## config.mk

```make
export PLATFORM = sky130hd
export DESIGN_NAME = load_store_buffer_flat
export DESIGN_NICKNAME = d
export VERILOG_FILES = /design/src/rtl/load_store_buffer_pkg.sv /design/src/rtl/load_store_buffer_if.sv /design/src/rtl/load_store_buffer_load_extend.sv /design/src/rtl/load_store_buffer.sv /design/src/flat_wrapper.sv
export SDC_FILE = /design/constraint.sdc
export NUM_CORES = 2
export LEC_CHECK = 0
export BUFFER_PORTS_ARGS = -buffer_cell sky130_fd_sc_hd__buf_2
export CAP_MARGIN = 20
export CORE_AREA = 2 2 487 440
export CTS_BUF_LIST = sky130_fd_sc_hd__clkbuf_8
export DETAILED_ROUTE_END_ITERATION = 10
export DIE_AREA = 0 0 489 442
export PLACE_DENSITY = 0.58
export SKIP_LAST_GASP = 1
export SYNTH_ARGS = -nofsm -noshare
export SYNTH_HDL_FRONTEND = slang
export SYNTH_SLANG_ARGS = --single-unit
```

## constraint.sdc

```tcl
create_clock -name clk -period 8.3 [get_ports clk]
set_clock_uncertainty 0.2 [all_clocks]
set_input_delay 1.245 -clock clk [delete_from_list [all_inputs] [get_ports clk]]
set_output_delay 1.245 -clock clk [all_outputs]
set_load 0.05 [all_outputs]
```

## src/rtl/load_store_buffer_pkg.sv

```systemverilog
// Shared definitions for the load/store buffer: widths, op-id encoding,
// queue entry layout and the operand wakeup / load-extension helpers.
package load_store_buffer_pkg;

  localparam int XLEN          = 32;
  localparam int ROB_W         = 4;
  localparam int OP_W          = 6;
  localparam int DEFAULT_DEPTH = 16;

  typedef logic [OP_W-1:0] op_t;

  localparam op_t OP_LB  = 6'd1;
  localparam op_t OP_LH  = 6'd2;
  localparam op_t OP_LW  = 6'd3;
  localparam op_t OP_LBU = 6'd4;
  localparam op_t OP_LHU = 6'd5;
  localparam op_t OP_SB  = 6'd6;
  localparam op_t OP_SH  = 6'd7;
  localparam op_t OP_SW  = 6'd8;

  // When rdy is low, val carries the producer ROB id in its low ROB_W bits.
  typedef struct packed {
    logic            rdy;
    logic [XLEN-1:0] val;
  } operand_t;

  typedef struct packed {
    op_t             op;
    logic [ROB_W-1:0] rob_id;
    operand_t        rs1;
    operand_t        rs2;
    logic [XLEN-1:0] imm;
  } entry_t;

  typedef struct packed {
    logic             valid;
    logic [ROB_W-1:0] id;
    logic [XLEN-1:0]  val;
  } bcast_t;

  typedef enum logic [1:0] {
    ST_IDLE,
    ST_LOAD_WAIT,
    ST_STORE_WAIT
  } state_t;

  function automatic logic is_load(input op_t op);
    return op inside {OP_LB, OP_LH, OP_LW, OP_LBU, OP_LHU};
  endfunction

  function automatic logic is_store(input op_t op);
    return op inside {OP_SB, OP_SH, OP_SW};
  endfunction

  function automatic logic [XLEN-1:0] extend(input op_t op, input logic [XLEN-1:0] raw);
    case (op)
      OP_LB:   return {{24{raw[7]}}, raw[7:0]};
      OP_LH:   return {{16{raw[15]}}, raw[15:0]};
      OP_LBU:  return {24'b0, raw[7:0]};
      OP_LHU:  return {16'b0, raw[15:0]};
      default: return raw;
    endcase
  endfunction

  // The commit broadcast wins if both buses carry the same tag; values agree anyway.
  function automatic operand_t wake(input operand_t o, input bcast_t a, input bcast_t b);
    operand_t w;
    w = o;
    if (!o.rdy) begin
      if (a.valid && o.val[ROB_W-1:0] == a.id)      w = '{rdy: 1'b1, val: a.val};
      else if (b.valid && o.val[ROB_W-1:0] == b.id) w = '{rdy: 1'b1, val: b.val};
    end
    return w;
  endfunction

endpackage

```

## src/rtl/load_store_buffer_if.sv

```systemverilog
// Bus bundle around the load/store buffer: decoder push, ROB broadcast and
// commit, memory-controller read port and the result/wakeup bus.
interface load_store_buffer_if;
  import load_store_buffer_pkg::*;

  logic             id_valid;
  logic [OP_W-1:0]  id_op;
  logic [ROB_W-1:0] id_rob_id;
  logic             id_rs1_ready;
  logic             id_rs2_ready;
  logic [XLEN-1:0]  id_rs1_val;
  logic [XLEN-1:0]  id_rs2_val;
  logic [XLEN-1:0]  id_imm;
  logic             full;

  logic             rob_bc_valid;
  logic [ROB_W-1:0] rob_bc_id;
  logic [XLEN-1:0]  rob_bc_val;
  logic             head_store_commit;
  logic [ROB_W-1:0] head_commit_rob_id;
  logic             rollback;

  logic             mc_req;
  logic [XLEN-1:0]  mc_addr;
  logic [OP_W-1:0]  mc_op;
  logic             mc_done;
  logic [XLEN-1:0]  mc_data;

  logic             res_valid;
  logic [ROB_W-1:0] res_rob_id;
  logic [XLEN-1:0]  res_val;
  logic [XLEN-1:0]  res_addr;

  modport slave (
    input  id_valid, id_op, id_rob_id, id_rs1_ready, id_rs2_ready,
           id_rs1_val, id_rs2_val, id_imm,
           rob_bc_valid, rob_bc_id, rob_bc_val,
           head_store_commit, head_commit_rob_id, rollback,
           mc_done, mc_data,
    output full, mc_req, mc_addr, mc_op,
           res_valid, res_rob_id, res_val, res_addr
  );

  modport master (
    output id_valid, id_op, id_rob_id, id_rs1_ready, id_rs2_ready,
           id_rs1_val, id_rs2_val, id_imm,
           rob_bc_valid, rob_bc_id, rob_bc_val,
           head_store_commit, head_commit_rob_id, rollback,
           mc_done, mc_data,
    input  full, mc_req, mc_addr, mc_op,
           res_valid, res_rob_id, res_val, res_addr
  );

endinterface

```

## src/rtl/load_store_buffer_load_extend.sv

```systemverilog
// Right-aligned memory read data to register value: sign or zero extension by op.
module lsb_load_extend
  import load_store_buffer_pkg::*;
(
  input  op_t             op,
  input  logic [XLEN-1:0] raw,
  output logic [XLEN-1:0] data
);

  assign data = extend(op, raw);

endmodule

```

## src/rtl/load_store_buffer.sv

```systemverilog
// In-order load/store queue: waits for operands, issues loads from the head
// to memory, reports stores to the ROB and pops them on commit.
module load_store_buffer
  import load_store_buffer_pkg::*;
#(
  parameter int DEPTH = DEFAULT_DEPTH
) (
  input logic              clk,
  input logic              rst_n,
  input logic              rdy,
  load_store_buffer_if.slave bus
);

  localparam int PTR_W = $clog2(DEPTH);
  localparam logic [PTR_W:0] CNT_GUARD = (PTR_W+1)'(DEPTH - 1);
  localparam logic [PTR_W:0] CNT_FULL  = (PTR_W+1)'(DEPTH);

  entry_t          q [DEPTH];
  logic [PTR_W-1:0] head, tail;
  logic [PTR_W:0]  count;
  state_t          state;

  entry_t          head_e, push_e;
  bcast_t          rob_bc, res_bc;
  logic            push_ok, pop, ld_go, st_go;
  logic [XLEN-1:0] head_addr, ld_data;

  assign rob_bc    = '{valid: bus.rob_bc_valid, id: bus.rob_bc_id, val: bus.rob_bc_val};
  assign res_bc    = '{valid: bus.res_valid, id: bus.res_rob_id, val: bus.res_val};
  assign head_e    = q[head];
  assign head_addr = head_e.rs1.val + head_e.imm;
  // The decoder sees full a cycle late, so one slot beyond the flag is still usable.
  assign bus.full  = (count >= CNT_GUARD);
  assign push_ok   = bus.id_valid && (count < CNT_FULL);

  assign push_e = '{
    op:     bus.id_op,
    rob_id: bus.id_rob_id,
    rs1:    wake('{rdy: bus.id_rs1_ready, val: bus.id_rs1_val}, rob_bc, res_bc),
    rs2:    wake('{rdy: bus.id_rs2_ready, val: bus.id_rs2_val}, rob_bc, res_bc),
    imm:    bus.id_imm
  };

  always_comb begin
    // NOTE: every signal gets a default before any branch so no path infers a latch.
    ld_go = 1'b0;
    st_go = 1'b0;
    pop   = 1'b0;
    if (state == ST_IDLE && count != '0) begin
      ld_go = is_load(head_e.op) && head_e.rs1.rdy;
      st_go = is_store(head_e.op) && head_e.rs1.rdy && head_e.rs2.rdy;
    end
    case (state)
      ST_LOAD_WAIT:  pop = bus.mc_done;
      ST_STORE_WAIT: pop = bus.head_store_commit && (bus.head_commit_rob_id == head_e.rob_id);
      default:       pop = 1'b0;
    endcase
  end

  lsb_load_extend u_load_extend (
    .op   (bus.mc_op),
    .raw  (bus.mc_data),
    .data (ld_data)
  );

  // NOTE: entry storage has no reset; count and the pointers alone decide which slots are live.
  always_ff @(posedge clk) begin
    if (rdy) begin
      for (int i = 0; i < DEPTH; i++) begin
        q[i].rs1 <= wake(q[i].rs1, rob_bc, res_bc);
        q[i].rs2 <= wake(q[i].rs2, rob_bc, res_bc);
      end
      if (push_ok && !bus.rollback) q[tail] <= push_e;
    end
  end

  // NOTE: sequential state uses non-blocking assignments so every flop samples pre-edge values.
  always_ff @(posedge clk or negedge rst_n) begin
    if (!rst_n) begin
      head           <= '0;
      tail           <= '0;
      count          <= '0;
      state          <= ST_IDLE;
      bus.mc_req     <= 1'b0;
      bus.mc_addr    <= '0;
      bus.mc_op      <= '0;
      bus.res_valid  <= 1'b0;
      bus.res_rob_id <= '0;
      bus.res_val    <= '0;
      bus.res_addr   <= '0;
    end else if (rdy) begin
      bus.res_valid <= 1'b0;
      if (bus.rollback) begin
        head       <= '0;
        tail       <= '0;
        count      <= '0;
        state      <= ST_IDLE;
        bus.mc_req <= 1'b0;
      end else begin
        if (push_ok) tail <= tail + 1'b1;
        if (pop)     head <= head + 1'b1;
        count <= count + (PTR_W+1)'(push_ok) - (PTR_W+1)'(pop);
        case (state)
          ST_IDLE: begin
            if (ld_go) begin
              bus.mc_req  <= 1'b1;
              bus.mc_addr <= head_addr;
              bus.mc_op   <= head_e.op;
              state       <= ST_LOAD_WAIT;
            end else if (st_go) begin
              bus.res_valid  <= 1'b1;
              bus.res_rob_id <= head_e.rob_id;
              bus.res_val    <= head_e.rs2.val;
              bus.res_addr   <= head_addr;
              state          <= ST_STORE_WAIT;
            end
          end
          ST_LOAD_WAIT: begin
            if (bus.mc_done) begin
              bus.mc_req     <= 1'b0;
              bus.res_valid  <= 1'b1;
              bus.res_rob_id <= head_e.rob_id;
              bus.res_val    <= ld_data;
              bus.res_addr   <= bus.mc_addr;
              state          <= ST_IDLE;
            end
          end
          ST_STORE_WAIT: begin
            if (pop) state <= ST_IDLE;
          end
          default: state <= ST_IDLE;
        endcase
      end
    end
  end

endmodule

```

## src/flat_wrapper.sv

```systemverilog
// flat-port wrapper written by rule: the top's interface ports become plain ports
module load_store_buffer_flat import load_store_buffer_pkg::*;
#(
  parameter int DEPTH = DEFAULT_DEPTH
)
  (clk, rst_n, rdy, bus_id_valid, bus_id_op, bus_id_rob_id, bus_id_rs1_ready, bus_id_rs2_ready, bus_id_rs1_val, bus_id_rs2_val, bus_id_imm, bus_rob_bc_valid, bus_rob_bc_id, bus_rob_bc_val, bus_head_store_commit, bus_head_commit_rob_id, bus_rollback, bus_mc_done, bus_mc_data, bus_full, bus_mc_req, bus_mc_addr, bus_mc_op, bus_res_valid, bus_res_rob_id, bus_res_val, bus_res_addr);
  load_store_buffer_if bus_i ();
  input logic clk;
  input logic rst_n;
  input logic rdy;
  input wire logic [$bits(bus_i.id_valid)-1:0] bus_id_valid;
  input wire logic [$bits(bus_i.id_op)-1:0] bus_id_op;
  input wire logic [$bits(bus_i.id_rob_id)-1:0] bus_id_rob_id;
  input wire logic [$bits(bus_i.id_rs1_ready)-1:0] bus_id_rs1_ready;
  input wire logic [$bits(bus_i.id_rs2_ready)-1:0] bus_id_rs2_ready;
  input wire logic [$bits(bus_i.id_rs1_val)-1:0] bus_id_rs1_val;
  input wire logic [$bits(bus_i.id_rs2_val)-1:0] bus_id_rs2_val;
  input wire logic [$bits(bus_i.id_imm)-1:0] bus_id_imm;
  input wire logic [$bits(bus_i.rob_bc_valid)-1:0] bus_rob_bc_valid;
  input wire logic [$bits(bus_i.rob_bc_id)-1:0] bus_rob_bc_id;
  input wire logic [$bits(bus_i.rob_bc_val)-1:0] bus_rob_bc_val;
  input wire logic [$bits(bus_i.head_store_commit)-1:0] bus_head_store_commit;
  input wire logic [$bits(bus_i.head_commit_rob_id)-1:0] bus_head_commit_rob_id;
  input wire logic [$bits(bus_i.rollback)-1:0] bus_rollback;
  input wire logic [$bits(bus_i.mc_done)-1:0] bus_mc_done;
  input wire logic [$bits(bus_i.mc_data)-1:0] bus_mc_data;
  output wire logic [$bits(bus_i.full)-1:0] bus_full;
  output wire logic [$bits(bus_i.mc_req)-1:0] bus_mc_req;
  output wire logic [$bits(bus_i.mc_addr)-1:0] bus_mc_addr;
  output wire logic [$bits(bus_i.mc_op)-1:0] bus_mc_op;
  output wire logic [$bits(bus_i.res_valid)-1:0] bus_res_valid;
  output wire logic [$bits(bus_i.res_rob_id)-1:0] bus_res_rob_id;
  output wire logic [$bits(bus_i.res_val)-1:0] bus_res_val;
  output wire logic [$bits(bus_i.res_addr)-1:0] bus_res_addr;
  assign bus_i.id_valid = bus_id_valid;
  assign bus_i.id_op = bus_id_op;
  assign bus_i.id_rob_id = bus_id_rob_id;
  assign bus_i.id_rs1_ready = bus_id_rs1_ready;
  assign bus_i.id_rs2_ready = bus_id_rs2_ready;
  assign bus_i.id_rs1_val = bus_id_rs1_val;
  assign bus_i.id_rs2_val = bus_id_rs2_val;
  assign bus_i.id_imm = bus_id_imm;
  assign bus_i.rob_bc_valid = bus_rob_bc_valid;
  assign bus_i.rob_bc_id = bus_rob_bc_id;
  assign bus_i.rob_bc_val = bus_rob_bc_val;
  assign bus_i.head_store_commit = bus_head_store_commit;
  assign bus_i.head_commit_rob_id = bus_head_commit_rob_id;
  assign bus_i.rollback = bus_rollback;
  assign bus_i.mc_done = bus_mc_done;
  assign bus_i.mc_data = bus_mc_data;
  assign bus_full = bus_i.full;
  assign bus_mc_req = bus_i.mc_req;
  assign bus_mc_addr = bus_i.mc_addr;
  assign bus_mc_op = bus_i.mc_op;
  assign bus_res_valid = bus_i.res_valid;
  assign bus_res_rob_id = bus_i.res_rob_id;
  assign bus_res_val = bus_i.res_val;
  assign bus_res_addr = bus_i.res_addr;
  load_store_buffer #(.DEPTH(DEPTH)) u_core (.clk(clk), .rst_n(rst_n), .rdy(rdy), .bus(bus_i));
endmodule
```

Yosys cells after proc, flatten, opt, wreduce, memory -nomap -nowiden
Memory sizes are Yosys's and may differ from the RTL's.
Cells that the tools add are included.
{"block": "word_totals", "regBits": 123, "elab_cells": 375, "memories": 1, "mem_bits_rw": 1728}
{"name": "u_core.q", "words": 16, "word_bits": 108, "read_ports": 17, "rd_clocked_by_memory_dff": 0, "wr": 17, "line": "load_store_buffer.sv:18", "text": "entry_t q [DEPTH];"}
{"block": "classes", "eq_ne": 90, "bitwise_logic": 1, "n_lt_le_gt_ge": 2, "addsub": 5, "mux": 175, "n_reduce_logical": 90}
{"operator": "33-bit 2-to-1 mux", "count": 134}
{"operator": "4-bit == test", "count": 69}
{"operator": "32-bit 2-to-1 mux", "count": 6}
{"operator": "32-bit one-hot mux with 2 select lines", "count": 2}
{"operator": "32-bit one-hot mux with 4 select lines", "count": 1}
{"operator": "1-bit logical AND", "count": 75}
{"operator": "6-bit by 3-bit == test with 1-bit output, second input constant", "count": 6}
{"operator": "32-bit adder", "count": 1}
{"operator": "4-bit 2-to-1 mux", "count": 7}
{"operator": "6-bit by 2-bit == test with 1-bit output, second input constant", "count": 3}
{"operator": "1-bit 2-to-1 mux", "count": 14}
{"operator": "6-bit by 1-bit == test with 1-bit output, second input constant", "count": 2}
{"operator": "4-bit AND reduction", "count": 3}
{"operator": "2-bit 2-to-1 mux", "count": 5}
{"operator": "5-bit nonzero test", "count": 2}
{"operator": "4-bit by 1-bit adder with 4-bit output, second input constant", "count": 2}
{"operator": "4-bit one-hot mux with 2 select lines", "count": 1}
{"operator": "6-bit by 4-bit == test with 1-bit output, second input constant", "count": 1}
{"operator": "3-bit by 2-bit != test with 1-bit output, second input constant", "count": 2}
{"operator": "1-bit one-hot mux with 2 select lines", "count": 3}
{"operator": "2-bit one-hot mux with 3 select lines", "count": 1}
{"operator": "6-bit AND reduction", "count": 1}
{"operator": "2-bit nonzero test", "count": 3}
{"operator": "3-bit nonzero test", "count": 2}
{"operator": "15 further kinds", "count": 17}

Depth between registers and ports, before layout
An unclocked memory read counts as a cell.
{"block": "logic_depth", "ltp_word": 10, "depth_mapped": 22}

Hierarchy
A second synthesis with hierarchy kept.
{"block": "unflattened", "hier_cells": 7459, "hier_area_um2": 96440.0}
{"mod": "load_store_buffer", "seq_area_each_um2": 54967.7, "instances": 1, "area_each_um2": 95643.0, "cells_each": 7343}
{"mod": "lsb_load_extend", "seq_area_each_um2": 0.0, "instances": 1, "area_each_um2": 797.0, "cells_each": 116}

Least setup slack after synthesis
No wires, ideal clock.
{"block": "synth_path", "path_type": "register to register", "from": "register u_core.head[0]", "to": "register u_core.bus.mc_addr[29]", "setup_ns": 0.125, "path_buffers": 6, "synth_period_minus_slack_ns": 5.922, "arrival_time_ns": 5.597, "slack_ns": 2.378, "required_time_ns": 7.975, "stages_incl_launch_ff": 19, "cell_sequence": "dfrtp_1 buf_2 buf_2 buf_2 buf_2 buf_1 clkbuf_1 mux4_2 mux4_2 ha_1 or3_1 o21ai_0 a21oi_1 or2_2 a221o_1 a21oi_1 o31a_1 o211ai_1 mux2_2"}
{"block": "synth_via", "elab_chain_cells": 6, "elab_cells_between_ends": 11, "classes_between": "add/sub: 1; eq/ne: 5; mux: 1; reduce/logical: 3; memory: 1"}
{"element": "start: declaration", "line": "load_store_buffer.sv:19", "text": "logic [PTR_W-1:0] head, tail;"}
{"element": "start signal: assignment", "line": "load_store_buffer.sv:101", "text": "if (pop) head <= head + 1'b1;"}
{"element": "memory read 16 x 108 bit *"}
{"element": "parallel branches: the longest is 5 deep, another holds 32-bit adder"}
{"element": "end signal: assignment", "line": "load_store_buffer.sv:107", "text": "bus.mc_addr <= head_addr;"}
{"element": "end: declaration", "line": "load_store_buffer_if.sv:40", "text": "output full, mc_req, mc_addr, mc_op,"}
Every way passes the cells marked *.
A chain may end at the register's enable or synchronous reset.

Worst setup path after layout
{"block": "layout_path", "from": "register u_core.head[1]", "to": "register u_core.bus.res_addr[21] (netlist name)"}
{"block": "layout_via", "elab_chain_cells": 8, "elab_cells_between_ends": 23, "classes_between": "add/sub: 1; eq/ne: 10; mux: 5; reduce/logical: 6; memory: 1"}
{"element": "memory read 16 x 108 bit *"}
{"element": "parallel branches: the longest is 7 deep, another holds 32-bit adder"}
{"element": "end signal: assignment", "line": "load_store_buffer.sv:114", "text": "bus.res_addr <= head_addr;"}
{"element": "end signal: assignment", "line": "load_store_buffer.sv:124", "text": "bus.res_addr <= bus.mc_addr;"}
{"element": "end: declaration", "line": "load_store_buffer_if.sv:41", "text": "res_valid, res_rob_id, res_val, res_addr"}
Every way passes the cells marked *. The select of a mux whose other input is x is not followed.

==> impl_metrics.ini <==
[setup_path]
worst-setup-path-type = register to register
cp.required_ps = 9020
worstSetupStartpointType = register
arrival_ps = 7020
crit_fanout = 86
end_kind = register

[clock_tree]
htree_levels = 5
clk_latency_ps = 1080
cts_buffers = 336
cts_tree = done
clockBufferDepth = 4
cts.sinks = 1851
cts_resized = 0
cts_root_buf = clkbuf_8
clk_pin_slew_worst_paths_ps = 70

[route]
drt_first_pass_iters = 9
routedWlPerCell_um = 40.5
drc = 0
vias = 75998
dr.first_iter.drc_count = 14225
viasPerCell = 7.59
antenna_left = 0
finalWirelength_um = 406000

[placement]
dpl-instance-area_um2 = 99500
numPortBuffers = 296
post-dp-hpwl_um = 222000
place_congestion = 0.934

[die]
io_pins = 297
core_um2 = 211000
rows = 160
dieWidth_um = 489
die_h_um = 442
dieArea_um2 = 216000
initial_utilization_pct = 44.9

[pwr]
p_per_area_nw_per_um2 = 223
intPower_mw = 15.7
power.net_switching_mw = 7.89
p_comb_share_pct = 19.3
p_clk_share_pct = 35.0
p_leak_nw = 32.2
ir_drop_mv = 0.185
p_seq_share_pct = 45.7
p_sw_share_pct = 33.5

[timing]
fin_crit_ps = 6300
period_share_pct = 75.9
finalMaxSlewViolations = 0
finalSetupViolations = 0
fin_tns_setup_ps = 0
worst_pin_slew_ps = 1270
slew_headroom_pct = 15.1
fmax_ghz = 0.159
rsz0062_at_grt = false
holdWs_ps = 275
hold_viol_final = 0

[synth]
synth_seq_cells = 1851
syn_avg_cell_area_um2 = 13.6
synth_edf_count = 1728
syn_inst = 6945
ys_warn_count = 0
synth.distinct_cells = 66
syn-num-nets = 7182
synthFlopType = edfxtp_1
synthArstFlopShare_pct = 6.65
netlist_area_um2 = 94600
yosysSeqAreaShare_pct = 58.1

[global_routing]
grt.overflow.total = 0
grt_pass1_vias = 73069
grt_pass1_wl_um = 559000
grt_max_degree = 98
antenna_found_initial = 27
grt_usage_pct = 36.4

[layout]
syn_to_final_growth_pct = 11.7
layout.nets = 7151
drive_above_1_share_pct = 24.9
final_cell_area_um2 = 106000
fin_util_pct = 50.1

[worst_hold_path]
hp-class = register to register

[flow_run]
drv_cap = 0

[outcome]
status = completed
## cell families (layout without fill, tap and decap cells)
family / after synthesis / count (layout) / share of synthesized area (%)
adders and majority gates: 49 / 49 / 0.664
muxes: 563 / 563 / 12.9
other: 0 / 14 / 0
xor gates and xnor gates: 309 / 309 / 2.86
buffers and inverters: 1019 / 1234 / 4.10
and+or+nand+nor: 670 / 670 / 3.32
AOI/OAI and AO/OA: 2484 / 2484 / 18.0
DFF: 1851 / 1851 / 58.1
## state kept, by name, summed over array words and instances (netlist names)
name,count
u_core.count,5
u_core.head,4
u_core.state,2
u_core.bus.mc_req,1
u_core.bus.res_valid,1
u_core.bus.res_rob_id,4
u_core.bus.res_val,32
u_core.q,1728
u_core.bus.mc_op,6
u_core.bus.mc_addr,32
u_core.bus.res_addr,32
u_core.tail,4
## cells in the final DEF, fill, tap and decap left out, drive strengths merged, types with 15 or more instances in the layout
cell type | netlist | routed
nand2 | 167 | 167
o22a | 64 | 64
o31ai | 28 | 28
xnor2 | 88 | 88
clkbuf | 843 | 353
edfxtp | 1728 | 1728
buf | 136 | 609
clkinv | 3 | 123
inv | 37 | 131
nand2b | 42 | 42
mux2i | 16 | 16
o22ai | 1086 | 1086
dfrtp | 123 | 123
ha | 47 | 47
a21o | 15 | 15
nor2 | 225 | 225
a22oi | 1065 | 1065
nor4 | 36 | 36
xor2 | 221 | 221
a21oi | 77 | 77
mux4 | 522 | 522
nand3 | 54 | 54
nor2b | 45 | 45
nor3 | 42 | 42
o21ai | 97 | 97
mux2 | 25 | 25
## layout make-up
class / instances / area [um^2]
fillers: 17686 / 105000
flip-flops and latches: 1851 / 55000
multi-input cells: 4075 / 36800
clock buffers: 353 / 4860
repair buffers: 610 / 4000
well taps: 2835 / 3550
clock inverters: 231 / 1220
inverters: 40 / 173
diodes: 14 / 35.0
## synthesized netlist by cell type, types with 4 or more instances
library cell / count / area [um^2]
and2_1: 7 / 43.8
clkbuf_1: 843 / 3160
nor4b_1: 8 / 70.1
nand4_1: 6 / 37.5
or2_2: 4 / 25.0
and3_1: 9 / 56.3
a31oi_1: 11 / 68.8
a22oi_1: 1065 / 8000
mux2i_1: 16 / 160
or3_1: 12 / 75.1
o22a_1: 64 / 561
nor3_1: 42 / 210
o22ai_1: 1086 / 6790
ha_1: 47 / 588
a21o_1: 15 / 113
nor3b_1: 6 / 45.0
nor2_1: 225 / 845
a221o_1: 4 / 40.0
nor4_1: 36 / 225
buf_2: 24 / 120
o31ai_1: 9 / 67.6
nand3_1: 54 / 270
buf_1: 108 / 405
mux2_2: 25 / 282
mux4_2: 522 / 11800
nand2_1: 167 / 627
xnor2_1: 88 / 771
o21bai_1: 5 / 37.5
nand2b_1: 42 / 263
o31ai_2: 19 / 238
xor2_1: 221 / 1940
inv_1: 37 / 139
edfxtp_1: 1728 / 51900
o21ai_0: 97 / 485
dfrtp_1: 123 / 3080
a21oi_1: 77 / 385
nor2b_1: 45 / 282
## worst max-delay path, cell delays in order, from the launching register on
cell and delay (ps):
dfrtp_4 1050, buf_12 500, buf_4 870, mux4_2 430
mux4_2 570, ha_1 400, a21oi_1 180, o21bai_1 80
a21oi_1 170, o21ai_0 100, a221o_1 390, a21oi_1 380
xor2_1 230, o21ai_0 100, mux2_2 290
## final timing paths
| check | startpoint | to | slack (ps) | depth (start not counted) |
|---|---|---|---|---|
| worst min register to register | u_core.bus.res_addr[4] | u_core.bus.res_addr[4] | 270 | 2 |
| worst max register to register | u_core.head[1] | u_core.bus.res_addr[21] | 2000 | 14 |
| worst min-delay path | u_core.bus.res_addr[4] | u_core.bus.res_addr[4] | 270 | 2 |
| worst max-delay path | u_core.head[1] | u_core.bus.res_addr[21] | 2000 | 14 |
| min in group asynchronous | rst_n | u_core.bus.res_val[17] | 480 | 2 |
| max in group asynchronous | rst_n | u_core.head[1] | 6110 | 3 |
## per-stage QoR
| step | power (mW) | std cells | setup WS [ps] |
|---|---|---|---|
| 2_1_floorplan | 13.6 | 6945 | 2380 |
| 3_3_place_gp | 15.3 | 9395 | 2230 |
| 3_5_place_dp | 15.3 | 9407 | 2210 |
| 4_1_cts | 23.4 | 9992 | 2170 |
| 5_1_grt | 24.1 | 10001 | 1840 |
| 6_report | 23.6 | 10009 | 2000 |
## layer usage
| layer | vias up | wire length (um) | GRT usage, % |
|---|---|---|---|
| li1 | 28601 | - | - |
| met1 | 37996 | 141000 | 48.3 |
| met2 | 7700 | 167000 | 49.9 |
| met3 | 1681 | 67000 | 14.4 |
| met4 | 20 | 29400 | 21.9 |
| met5 | - | 224 | 0.424 |
## power groups by stage
stage / Combinational (mW) / Clock, mW / Sequential, mW
floorplan: 2.03 / 0 / 11.6
global placement: 4.32 / 0 / 10.9
detailed placement: 4.39 / 0 / 10.9
CTS: 4.40 / 8.24 / 10.7
global route: 4.64 / 8.63 / 10.8
finish: 4.55 / 8.23 / 10.8
## what timing repair did
action	4_1_cts	5_1_grt
hold buffers	1	0
setup buffers	0	0
hold endpoints to repair	31	0
Note: power is estimated with default switching activity, not from simulation.
